<file path="config.mk">
export PLATFORM = sky130hd
export DESIGN_NAME = axi_lite_master_bridge_flat
export DESIGN_NICKNAME = d
export VERILOG_FILES = /design/src/rtl/axi_lite_master_bridge_if.sv /design/src/rtl/axi_lite_master_bridge.sv /design/src/flat_wrapper.sv
export SDC_FILE = /design/constraint.sdc
export NUM_CORES = 1
export LEC_CHECK = 0
export CORE_MARGIN = 1.5
export CORE_UTILIZATION = 37
export CTS_CLUSTER_SIZE = 24
export DETAILED_ROUTE_END_ITERATION = 6
export PLACE_DENSITY = 0.76
export SYNTH_ARGS = -nofsm -noshare
export SYNTH_HDL_FRONTEND = slang
export SYNTH_SLANG_ARGS = --single-unit
</file>
<file path="constraint.sdc">
create_clock -name clk -period 1.9 [get_ports clk]
set_clock_uncertainty 0.2 [all_clocks]
set_input_delay 0.38 -clock clk [delete_from_list [all_inputs] [get_ports clk]]
set_output_delay 0.38 -clock clk [all_outputs]
set_load 0.01 [all_outputs]
</file>
<file path="src/rtl/axi_lite_master_bridge_if.sv">
// Bus bundle for the AXI4-Lite master bridge: the core-side load/store
// request/response port plus the five AXI4-Lite channels.
// The master modport is the bridge's view; the slave modport is the view of
// whatever sits on the other side (core and interconnect together).
interface axi_lite_master_bridge_if #(
    parameter int ADDR_W = 32,
    parameter int DATA_W = 32
);
    localparam int STRB_W = DATA_W / 8;

    // Core request / response
    logic              req_valid;
    logic              req_ready;
    logic              req_wen;
    logic [ADDR_W-1:0] req_addr;
    logic [DATA_W-1:0] req_wdata;
    logic [STRB_W-1:0] req_wstrb;
    logic              resp_valid;
    logic [DATA_W-1:0] resp_rdata;
    logic              resp_err;

    // Read address / read data channels
    logic [ADDR_W-1:0] araddr;
    logic              arvalid;
    logic              arready;
    logic [DATA_W-1:0] rdata;
    logic [1:0]        rresp;
    logic              rvalid;
    logic              rready;

    // Write address / write data / write response channels
    logic [ADDR_W-1:0] awaddr;
    logic              awvalid;
    logic              awready;
    logic [DATA_W-1:0] wdata;
    logic [STRB_W-1:0] wstrb;
    logic              wvalid;
    logic              wready;
    logic [1:0]        bresp;
    logic              bvalid;
    logic              bready;

    modport master (
        input  req_valid, req_wen, req_addr, req_wdata, req_wstrb,
        output req_ready, resp_valid, resp_rdata, resp_err,
        output araddr, arvalid,
        input  arready,
        input  rdata, rresp, rvalid,
        output rready,
        output awaddr, awvalid,
        input  awready,
        output wdata, wstrb, wvalid,
        input  wready,
        input  bresp, bvalid,
        output bready
    );

    modport slave (
        output req_valid, req_wen, req_addr, req_wdata, req_wstrb,
        input  req_ready, resp_valid, resp_rdata, resp_err,
        input  araddr, arvalid,
        output arready,
        output rdata, rresp, rvalid,
        input  rready,
        input  awaddr, awvalid,
        output awready,
        input  wdata, wstrb, wvalid,
        output wready,
        output bresp, bvalid,
        input  bready
    );
endinterface

</file>
<file path="src/rtl/axi_lite_master_bridge.sv">
// Single-outstanding AXI4-Lite initiator. Turns one core load/store request
// into an AXI-Lite read or write, returns a one-cycle completion pulse with
// read data and an error flag, and aborts transactions that hang longer than
// TIMEOUT cycles in any AXI state (TIMEOUT = 0 disables the watchdog).
// Every output is a register, so nothing on the AXI inputs reaches an AXI
// output combinationally.
module axi_lite_master_bridge #(
    parameter int ADDR_W  = 32,
    parameter int DATA_W  = 32,
    parameter int TIMEOUT = 255
) (
    input logic                      clk,
    input logic                      rst,
    axi_lite_master_bridge_if.master bus
);
    localparam int STRB_W = DATA_W / 8;
    localparam int CNT_W  = (TIMEOUT > 0) ? $clog2(TIMEOUT + 1) : 1;
    // The counter starts at 0 on state entry, so the last allowed cycle
    // in a state is the one where it reads TIMEOUT-1.
    localparam logic [CNT_W-1:0] WD_LAST = CNT_W'((TIMEOUT > 0) ? TIMEOUT - 1 : 0);

    typedef enum logic [2:0] {
        IDLE,
        RD_ADDR,
        RD_DATA,
        WR_REQ,
        WR_RESP
    } state_t;

    state_t            state;
    logic [CNT_W-1:0]  wd_cnt;

    logic              req_ready_r;
    logic              resp_valid_r;
    logic [DATA_W-1:0] resp_rdata_r;
    logic              resp_err_r;
    logic [ADDR_W-1:0] araddr_r;
    logic              arvalid_r;
    logic              rready_r;
    logic [ADDR_W-1:0] awaddr_r;
    logic              awvalid_r;
    logic [DATA_W-1:0] wdata_r;
    logic [STRB_W-1:0] wstrb_r;
    logic              wvalid_r;
    logic              bready_r;

    // A write channel counts as done once its valid has been accepted,
    // either on an earlier edge (valid already low) or on this one.
    logic aw_done;
    logic w_done;
    logic progress;
    logic wd_expire;
    logic wd_abort;

    assign aw_done   = !awvalid_r || bus.awready;
    assign w_done    = !wvalid_r  || bus.wready;
    assign wd_expire = (TIMEOUT != 0) && (wd_cnt == WD_LAST);
    // A handshake that completes the current state wins over the watchdog.
    assign wd_abort  = (state != IDLE) && !progress && wd_expire;

    // Does the current AXI state finish on this edge?
    always_comb begin
        progress = 1'b0;
        unique case (state)
            RD_ADDR: progress = bus.arready;
            RD_DATA: progress = bus.rvalid;
            WR_REQ:  progress = aw_done && w_done;
            WR_RESP: progress = bus.bvalid;
            default: progress = 1'b0;
        endcase
    end

    // Transaction FSM with registered outputs and watchdog counter.
    always_ff @(posedge clk) begin
        if (rst) begin
            state        <= IDLE;
            wd_cnt       <= '0;
            req_ready_r  <= 1'b1;
            resp_valid_r <= 1'b0;
            resp_rdata_r <= '0;
            resp_err_r   <= 1'b0;
            araddr_r     <= '0;
            arvalid_r    <= 1'b0;
            rready_r     <= 1'b0;
            awaddr_r     <= '0;
            awvalid_r    <= 1'b0;
            wdata_r      <= '0;
            wstrb_r      <= '0;
            wvalid_r     <= 1'b0;
            bready_r     <= 1'b0;
        end else begin
            resp_valid_r <= 1'b0;
            wd_cnt       <= wd_cnt + 1'b1;
            if (wd_abort) begin
                arvalid_r    <= 1'b0;
                rready_r     <= 1'b0;
                awvalid_r    <= 1'b0;
                wvalid_r     <= 1'b0;
                bready_r     <= 1'b0;
                resp_valid_r <= 1'b1;
                resp_err_r   <= 1'b1;
                resp_rdata_r <= '0;
                req_ready_r  <= 1'b1;
                wd_cnt       <= '0;
                state        <= IDLE;
            end else begin
                unique case (state)
                    IDLE: begin
                        wd_cnt <= '0;
                        if (bus.req_valid && req_ready_r) begin
                            req_ready_r <= 1'b0;
                            if (bus.req_wen) begin
                                awaddr_r  <= bus.req_addr;
                                wdata_r   <= bus.req_wdata;
                                wstrb_r   <= bus.req_wstrb;
                                awvalid_r <= 1'b1;
                                wvalid_r  <= 1'b1;
                                state     <= WR_REQ;
                            end else begin
                                araddr_r  <= bus.req_addr;
                                arvalid_r <= 1'b1;
                                state     <= RD_ADDR;
                            end
                        end
                    end
                    RD_ADDR: begin
                        if (bus.arready) begin
                            arvalid_r <= 1'b0;
                            rready_r  <= 1'b1;
                            wd_cnt    <= '0;
                            state     <= RD_DATA;
                        end
                    end
                    RD_DATA: begin
                        if (bus.rvalid) begin
                            resp_rdata_r <= bus.rdata;
                            resp_err_r   <= (bus.rresp != 2'b00);
                            resp_valid_r <= 1'b1;
                            rready_r     <= 1'b0;
                            req_ready_r  <= 1'b1;
                            state        <= IDLE;
                        end
                    end
                    WR_REQ: begin
                        // AW and W retire independently, in either order.
                        if (awvalid_r && bus.awready) begin
                            awvalid_r <= 1'b0;
                        end
                        if (wvalid_r && bus.wready) begin
                            wvalid_r <= 1'b0;
                        end
                        if (aw_done && w_done) begin
                            bready_r <= 1'b1;
                            wd_cnt   <= '0;
                            state    <= WR_RESP;
                        end
                    end
                    WR_RESP: begin
                        if (bus.bvalid) begin
                            resp_rdata_r <= '0;
                            resp_err_r   <= (bus.bresp != 2'b00);
                            resp_valid_r <= 1'b1;
                            bready_r     <= 1'b0;
                            req_ready_r  <= 1'b1;
                            state        <= IDLE;
                        end
                    end
                    default: begin
                        state <= IDLE;
                    end
                endcase
            end
        end
    end

    assign bus.req_ready  = req_ready_r;
    assign bus.resp_valid = resp_valid_r;
    assign bus.resp_rdata = resp_rdata_r;
    assign bus.resp_err   = resp_err_r;
    assign bus.araddr     = araddr_r;
    assign bus.arvalid    = arvalid_r;
    assign bus.rready     = rready_r;
    assign bus.awaddr     = awaddr_r;
    assign bus.awvalid    = awvalid_r;
    assign bus.wdata      = wdata_r;
    assign bus.wstrb      = wstrb_r;
    assign bus.wvalid     = wvalid_r;
    assign bus.bready     = bready_r;
endmodule

</file>
<file path="src/flat_wrapper.sv">
// flat-port wrapper written by rule: the top's interface ports become plain ports
module axi_lite_master_bridge_flat 
#(
    parameter int ADDR_W  = 32,
    parameter int DATA_W  = 32,
    parameter int TIMEOUT = 255
)
  (clk, rst, bus_req_valid, bus_req_wen, bus_req_addr, bus_req_wdata, bus_req_wstrb, bus_req_ready, bus_resp_valid, bus_resp_rdata, bus_resp_err, bus_araddr, bus_arvalid, bus_arready, bus_rdata, bus_rresp, bus_rvalid, bus_rready, bus_awaddr, bus_awvalid, bus_awready, bus_wdata, bus_wstrb, bus_wvalid, bus_wready, bus_bresp, bus_bvalid, bus_bready);
  axi_lite_master_bridge_if #(.ADDR_W(ADDR_W), .DATA_W(DATA_W)) bus_i ();
  input logic clk;
  input logic rst;
  input wire logic [$bits(bus_i.req_valid)-1:0] bus_req_valid;
  input wire logic [$bits(bus_i.req_wen)-1:0] bus_req_wen;
  input wire logic [$bits(bus_i.req_addr)-1:0] bus_req_addr;
  input wire logic [$bits(bus_i.req_wdata)-1:0] bus_req_wdata;
  input wire logic [$bits(bus_i.req_wstrb)-1:0] bus_req_wstrb;
  output wire logic [$bits(bus_i.req_ready)-1:0] bus_req_ready;
  output wire logic [$bits(bus_i.resp_valid)-1:0] bus_resp_valid;
  output wire logic [$bits(bus_i.resp_rdata)-1:0] bus_resp_rdata;
  output wire logic [$bits(bus_i.resp_err)-1:0] bus_resp_err;
  output wire logic [$bits(bus_i.araddr)-1:0] bus_araddr;
  output wire logic [$bits(bus_i.arvalid)-1:0] bus_arvalid;
  input wire logic [$bits(bus_i.arready)-1:0] bus_arready;
  input wire logic [$bits(bus_i.rdata)-1:0] bus_rdata;
  input wire logic [$bits(bus_i.rresp)-1:0] bus_rresp;
  input wire logic [$bits(bus_i.rvalid)-1:0] bus_rvalid;
  output wire logic [$bits(bus_i.rready)-1:0] bus_rready;
  output wire logic [$bits(bus_i.awaddr)-1:0] bus_awaddr;
  output wire logic [$bits(bus_i.awvalid)-1:0] bus_awvalid;
  input wire logic [$bits(bus_i.awready)-1:0] bus_awready;
  output wire logic [$bits(bus_i.wdata)-1:0] bus_wdata;
  output wire logic [$bits(bus_i.wstrb)-1:0] bus_wstrb;
  output wire logic [$bits(bus_i.wvalid)-1:0] bus_wvalid;
  input wire logic [$bits(bus_i.wready)-1:0] bus_wready;
  input wire logic [$bits(bus_i.bresp)-1:0] bus_bresp;
  input wire logic [$bits(bus_i.bvalid)-1:0] bus_bvalid;
  output wire logic [$bits(bus_i.bready)-1:0] bus_bready;
  assign bus_i.req_valid = bus_req_valid;
  assign bus_i.req_wen = bus_req_wen;
  assign bus_i.req_addr = bus_req_addr;
  assign bus_i.req_wdata = bus_req_wdata;
  assign bus_i.req_wstrb = bus_req_wstrb;
  assign bus_req_ready = bus_i.req_ready;
  assign bus_resp_valid = bus_i.resp_valid;
  assign bus_resp_rdata = bus_i.resp_rdata;
  assign bus_resp_err = bus_i.resp_err;
  assign bus_araddr = bus_i.araddr;
  assign bus_arvalid = bus_i.arvalid;
  assign bus_i.arready = bus_arready;
  assign bus_i.rdata = bus_rdata;
  assign bus_i.rresp = bus_rresp;
  assign bus_i.rvalid = bus_rvalid;
  assign bus_rready = bus_i.rready;
  assign bus_awaddr = bus_i.awaddr;
  assign bus_awvalid = bus_i.awvalid;
  assign bus_i.awready = bus_awready;
  assign bus_wdata = bus_i.wdata;
  assign bus_wstrb = bus_i.wstrb;
  assign bus_wvalid = bus_i.wvalid;
  assign bus_i.wready = bus_wready;
  assign bus_i.bresp = bus_bresp;
  assign bus_i.bvalid = bus_bvalid;
  assign bus_bready = bus_i.bready;
  axi_lite_master_bridge #(.ADDR_W(ADDR_W), .DATA_W(DATA_W), .TIMEOUT(TIMEOUT)) u_core (.clk(clk), .rst(rst), .bus(bus_i));
endmodule
</file>
; ---- Word level (Yosys, flattened, before mapping)
; Cells that the tools add are included.
[totals]
reg_bits = 151
out_inout_bits = 140
inputBits = 113
[op_classes]
n_bitwise = 2
add_sub_neg = 1
n_eq_ne = 16
mux = 42
reduce_logical = 34
[op_table]
columns = op, n
row1 = two-way mux 32 bit, 2
row2 = one-hot mux 32 bit (2 select lines), 1
row3 = one-hot mux 8 bit (3 select lines), 1
row4 = AND reduction 4 bit, 6
row5 = two-way mux 1 bit, 20
row6 = two-way mux 8 bit, 2
row7 = two-way mux 3 bit, 5
row8 = one-hot mux 3 bit (5 select lines), 1
row9 = one-hot mux 1 bit (2 select lines), 7
row10 = nonzero test 2 bit, 7
row11 = AND reduction 3 bit, 4
row12 = != test 2 bit (second input constant), 5
row13 = nonzero test 3 bit, 3
row14 = adder 8 x 1 -> 8 bit (second input constant), 1
row15 = == test 8 bit (second input constant), 1
row16 = != test 2 x 1 -> 1 bit (second input constant), 4
row17 = == test 3 x 2 -> 1 bit (second input constant), 2
row18 = logical AND 1 bit, 6
row19 = != test 3 x 2 -> 1 bit (second input constant), 2
row20 = AND reduction 5 bit, 1
row21 = one-hot mux 1 bit (4 select lines), 1
row22 = == test 3 x 1 -> 1 bit (second input constant), 1
row23 = == test 3 bit (second input constant), 1
row24 = logical NOT 1 bit, 3
row25 = other kinds (6), 8

; ---- Depth between registers and ports, before layout
; Gate-level depths: netlist (run 1).
[depth]
word_depth = 9
depth_mapped = 8
ltp_nobuf = 6

; ---- Least setup slack after synthesis (run 1)
; Ideal clock, no wire load.
[synth_timing]
path_kind = register to register
startpoint = register u_core.state[2]
endpoint = register u_core.req_ready_r (netlist: u_core.bus.req_ready)
path_stages_with_launch = 6
setup_time_ns = 0.127
t_arrival_ns = 1.555
path_slack_ns = 0.018
synth_period_minus_slack_ns = 1.882
t_required_ns = 1.573
path_cell_list = dfxtp_1 -> buf_2 -> nand3b_1 -> a221o_1 -> a41o_1 -> or3_1
[synth_between]
elab_chain_cells = 6
[synth_lines]
columns = item, line_no
row1 = "start, declared", axi_lite_master_bridge.sv:30  ; state_t state;
row2 = "start signal, assigned", axi_lite_master_bridge.sv:76  ; state <= IDLE;
row3 = "start signal, assigned", axi_lite_master_bridge.sv:105  ; state <= IDLE;
row4 = "start signal, assigned", axi_lite_master_bridge.sv:118  ; state <= WR_REQ;
row5 = "== test 3 bit, or another cell as far along", "axi_lite_master_bridge.sv:64, axi_lite_master_bridge.sv:107"
row6 = one-hot mux 1 bit (4 select lines), axi_lite_master_bridge.sv:64  ; unique case (state)
row7 = logical NOT 1 bit, axi_lite_master_bridge.sv:59  ; assign wd_abort = (state != IDLE) && !progress && wd_expire;
row8 = logical AND 1 bit (2 in a row), axi_lite_master_bridge.sv:59
row9 = OR reduction 2 bit (no line), n/a
row10 = "end signal, assigned", axi_lite_master_bridge.sv:78  ; req_ready_r <= 1'b1;
row11 = "end signal, assigned", axi_lite_master_bridge.sv:103  ; req_ready_r <= 1'b1;
row12 = "end signal, assigned", axi_lite_master_bridge.sv:111  ; req_ready_r <= 1'b0;
row13 = "end, declared", axi_lite_master_bridge.sv:33  ; logic req_ready_r;
; Parallel ways exist; a longest one is shown, timed or not.
; A chain may end at the register's enable or synchronous reset.

; ---- Worst setup path after layout (run 1)
[layout_timing]
startpoint = register u_core.araddr_r[11] (netlist: u_core.bus.araddr[11])
endpoint = output bus_araddr[11]
[layout_lines]
columns = item, line_no
row1 = "start, declared", axi_lite_master_bridge.sv:37  ; logic [ADDR_W-1:0] araddr_r;
row2 = "start signal, assigned", axi_lite_master_bridge.sv:120  ; araddr_r <= bus.req_addr;
row3 = "end, declared", flat_wrapper.sv:21  ; output wire logic [$bits(bus_i.araddr)-1:0] bus_araddr;
; No word-level cell between the ends.

==> results of run 1 <==
[cells by family after synthesis]
group | share of synthesized area
adders and majority gates | 0.00452
xor gates and xnor gates | 0.00949
AOI/OAI and AO/OA | 0.168
and+or+nand+nor | 0.227
buffers and inverters | 0.0459
DFF | 0.546
[cell type report]
cell class	instances	area (sq um)
Clock inverter	10	118
Multi-Input combinational cell	474	2310
Tap cell	184	230
Fill cell	1250	5270
Inverter	9	33.8
Clock buffer	22	474
Timing Repair Buffer	294	3130
Sequential cell	151	3020
[worst max path at each step]
stage,startpoint,to,slack (ns)
after floorplan,u_core.state[2]$_SDFFE_PP0P_,u_core.bus.req_ready$_SDFFE_PP1P_,0.02
after global placement,bus_awready,u_core.bus.req_ready$_SDFFE_PP1P_,-0.37
after detailed placement,bus_awready,u_core.wd_cnt[7]$_SDFF_PP0_,-0.38
after CTS,u_core.bus.araddr[8]$_SDFFE_PP0P_,bus_araddr[8],0.00009
after global routing,u_core.bus.araddr[11]$_SDFFE_PP0P_,bus_araddr[11],-0.01
final,u_core.bus.araddr[11]$_SDFFE_PP0P_,bus_araddr[11],0.02
[metrics by stage]
step | utilization | setup slack (ns) | hold slack (ns) | area (sq um)
6_report | 0.639 | 0.0218 | 0.178 | 9320
5_1_grt | 0.639 | -0.0118 | 0.176 | 9320
4_1_cts | 0.619 | 0.0000859 | 0.137 | 9020
3_5_place_dp | 0.582 | -0.382 | 0.242 | 8490
3_3_place_gp | 0.582 | -0.370 | 0.237 | 8490
2_1_floorplan | - | 0.0185 | 0.255 | 5540
[sequential cells by signal, summed over array words and instances, names as in the netlist, 3 cells and up]
register	flops
u_core.bus.araddr	32
u_core.bus.awaddr	32
u_core.bus.resp_rdata	32
u_core.bus.wdata	32
u_core.wd_cnt	8
u_core.bus.wstrb	4
u_core.state	3
[metal layers]
| layer | up-vias | global-route usage | wire [um] |
|---|---|---|---|
| met2 | 203 | 0.346 | 8380 |
| met3 | 22 | 0.0736 | 1440 |
| met4 | 0 | 0.0762 | 284 |
| met1 | 2551 | 0.253 | 7230 |
| met5 | - | 0 | 0 |
| li1 | 2803 | - | - |
[placed cells by master, fill, tap and decap left out, types with 2 or more instances in the layout]
cell             count
nand3_1             37
clkbuf_16           19
inv_6                2
buf_6                4
dlymetal6s2s_1      70
nor2_1               6
clkdlybuf4s50_1    138
inv_1                9
clkinv_2             2
buf_4               27
nand2_1            238
bufinv_16            2
a21oi_2             21
dfxtp_1            150
clkbuf_8             3
clkinvlp_4           4
nor3_1               8
a21oi_1            118
o21ai_0              5
clkbuf_1             2
xnor2_1              3
nand4_1              2
nand3b_1             3
buf_12               9
a31oi_1              4
nor3_2               4
dlygate4sd2_1       43
ha_1                 2
xor2_1               3
[worst min-delay path, delay by kind of cell]
family                 cells  cell delay, ns
and+or+nand+nor            1            0.11
buffers and inverters      1            0.12
AOI/OAI and AO/OA          1            0.15
[what timing repair did]
action | CTS | global route
cloned | 0 | 2
pin swaps | 0 | 1
resized for setup | 43 | 82
setup endpoints to repair | 43 | 95
buffers inserted | 0 | 2
[cells in the mapped netlist (2+ instances only)]
master,count,area share
a21oi_1,119,0.11
a21oi_2,20,0.032
a31oi_1,4,0.0045
buf_2,11,0.0099
buf_6,3,0.0061
clkbuf_1,34,0.023
dfxtp_1,151,0.55
ha_1,2,0.0045
inv_1,9,0.0061
nand2_1,238,0.16
nand3_1,38,0.034
nand3b_1,3,0.0041
nand4_1,2,0.0023
nor2_1,6,0.0041
nor3_1,12,0.011
o21ai_0,5,0.0045
xnor2_1,3,0.0047
xor2_1,3,0.0047
[power by group through the flow]
stage	logic, mW	registers, mW	clock network [mW]
finish	1.26	3.41	3.38
global placement	1.26	3.48	0
global route	1.37	3.43	3.60
detailed placement	1.26	3.48	0
floorplan	0.428	3.55	0
CTS	1.24	3.41	3.44
==> run metrics, run 1 <==
die area=15,700 sq um; post-synthesis sequential area ratio=0.546; total power=8.05 mW; #FFs+latches synth=151; Crit. End Element=output pin; type of the worst setup path=register to output pin; First-pass DRT Iterations=4; routed vias=5,579; vias in the first global route=5,383; Slew Viols, Final=0; largest net degree at the start of global routing=86; ys flop type=dfxtp_1; Crit. path cell count=1; initial antenna violation count=0; Startpoint Class=register; clk_lat worst skew=0.41 ns; DR iter-0 viols=261; Max Cap Violations=0; Mapped Area=5540 sq um; TritonCTS Buffers=17; Tcrit/Tclk final=0.989; post-route ant nets=0; fin cells=1,144; height of the die=125 um; hold buffers post-CTS=0; final setup violating endpoints=0; clock slew at reported path FFs=0.06 ns; layout cell share with drive strength beyond 1=0.108; Sw Pwr=2.02 mW; total wire length=17,300 um; n_diodes=0; CP Buf/Inv Count=1; sequential share of power=0.424; Die W=125 um; Max Clock Freq=532 MHz; P_leak=4.63 nW; switching part of the total=0.251; total track usage=0.210; Worst-Margin Slew=0.383 ns; Gate power share=0.156; critical path peak fanout=2; Initial Util=0.380; ys async rst share=0; Area Growth Syn to Fin=68.3%; Hold Violations, Final=0; H-tree Lvls=4; final net count=1,062; global route total overflow=0; Crit path max-delay family=buffers and inverters; Num Clock Sinks=151; crit-path max cell delay=0.54 ns; DRC viols=0; Core ar.=14,600 sq um; first-pass GRT wire length=26,600 um; crit path DAT=1.30 ns; FP Rows=44; Crit Reg-Reg Startpoint=u_core.state[1]$_SDFFE_PP0P_; critical hold path startpoint=rst; crit path max-delay cell type=clkdlybuf4s50_1; Min Clock Period, post-route=1.88 ns; WHS Endpoint=u_core.bus.req_ready$_SDFFE_PP1P_; Worst VDD drop=0.585 mV; WL per Instance=15.1 um; setup tns final=0 ns; CTS root buffer=clkbuf_16; crit path cell chain=clkdlybuf4s50_1; DP HPWL=11,500 um; Synth cell types=38; routed vias/inst=4.88; gpl congestion=0.822; WHS Path Cells=3; Crit Reg-Reg Endpoint=u_core.bus.req_ready$_SDFFE_PP1P_; Placed Cells=1,108; Required @ worst endpoint=1.32 ns; synth warn=0; outcome=finished clean; IO Count=253; Post-synth EDFFs=0; clock group share of total power=0.420; PortBufs=252; Mapped Cells=683; CTS tree=yes; hold crit path type=input pin to register; Power Density=864 nW/um^2; Syn Area/Cell=8.11 sq um; r2r setup slk=0.05 ns; Worst Reg-to-Reg Cells=5; Pint=6.03 mW; relative slew slack=0.741; Longest Clk Path Bufs=2; Synthesized Nets=798
No activity file was read; power rests on OpenSTA's default activity.
==> inputs of run 2 (changes only) <==
Settings changed: CTS_CLUSTER_DIAMETER set to 30.
==> results of run 2 <==
Final layout, timing and power as in run 1 (identical DEF).
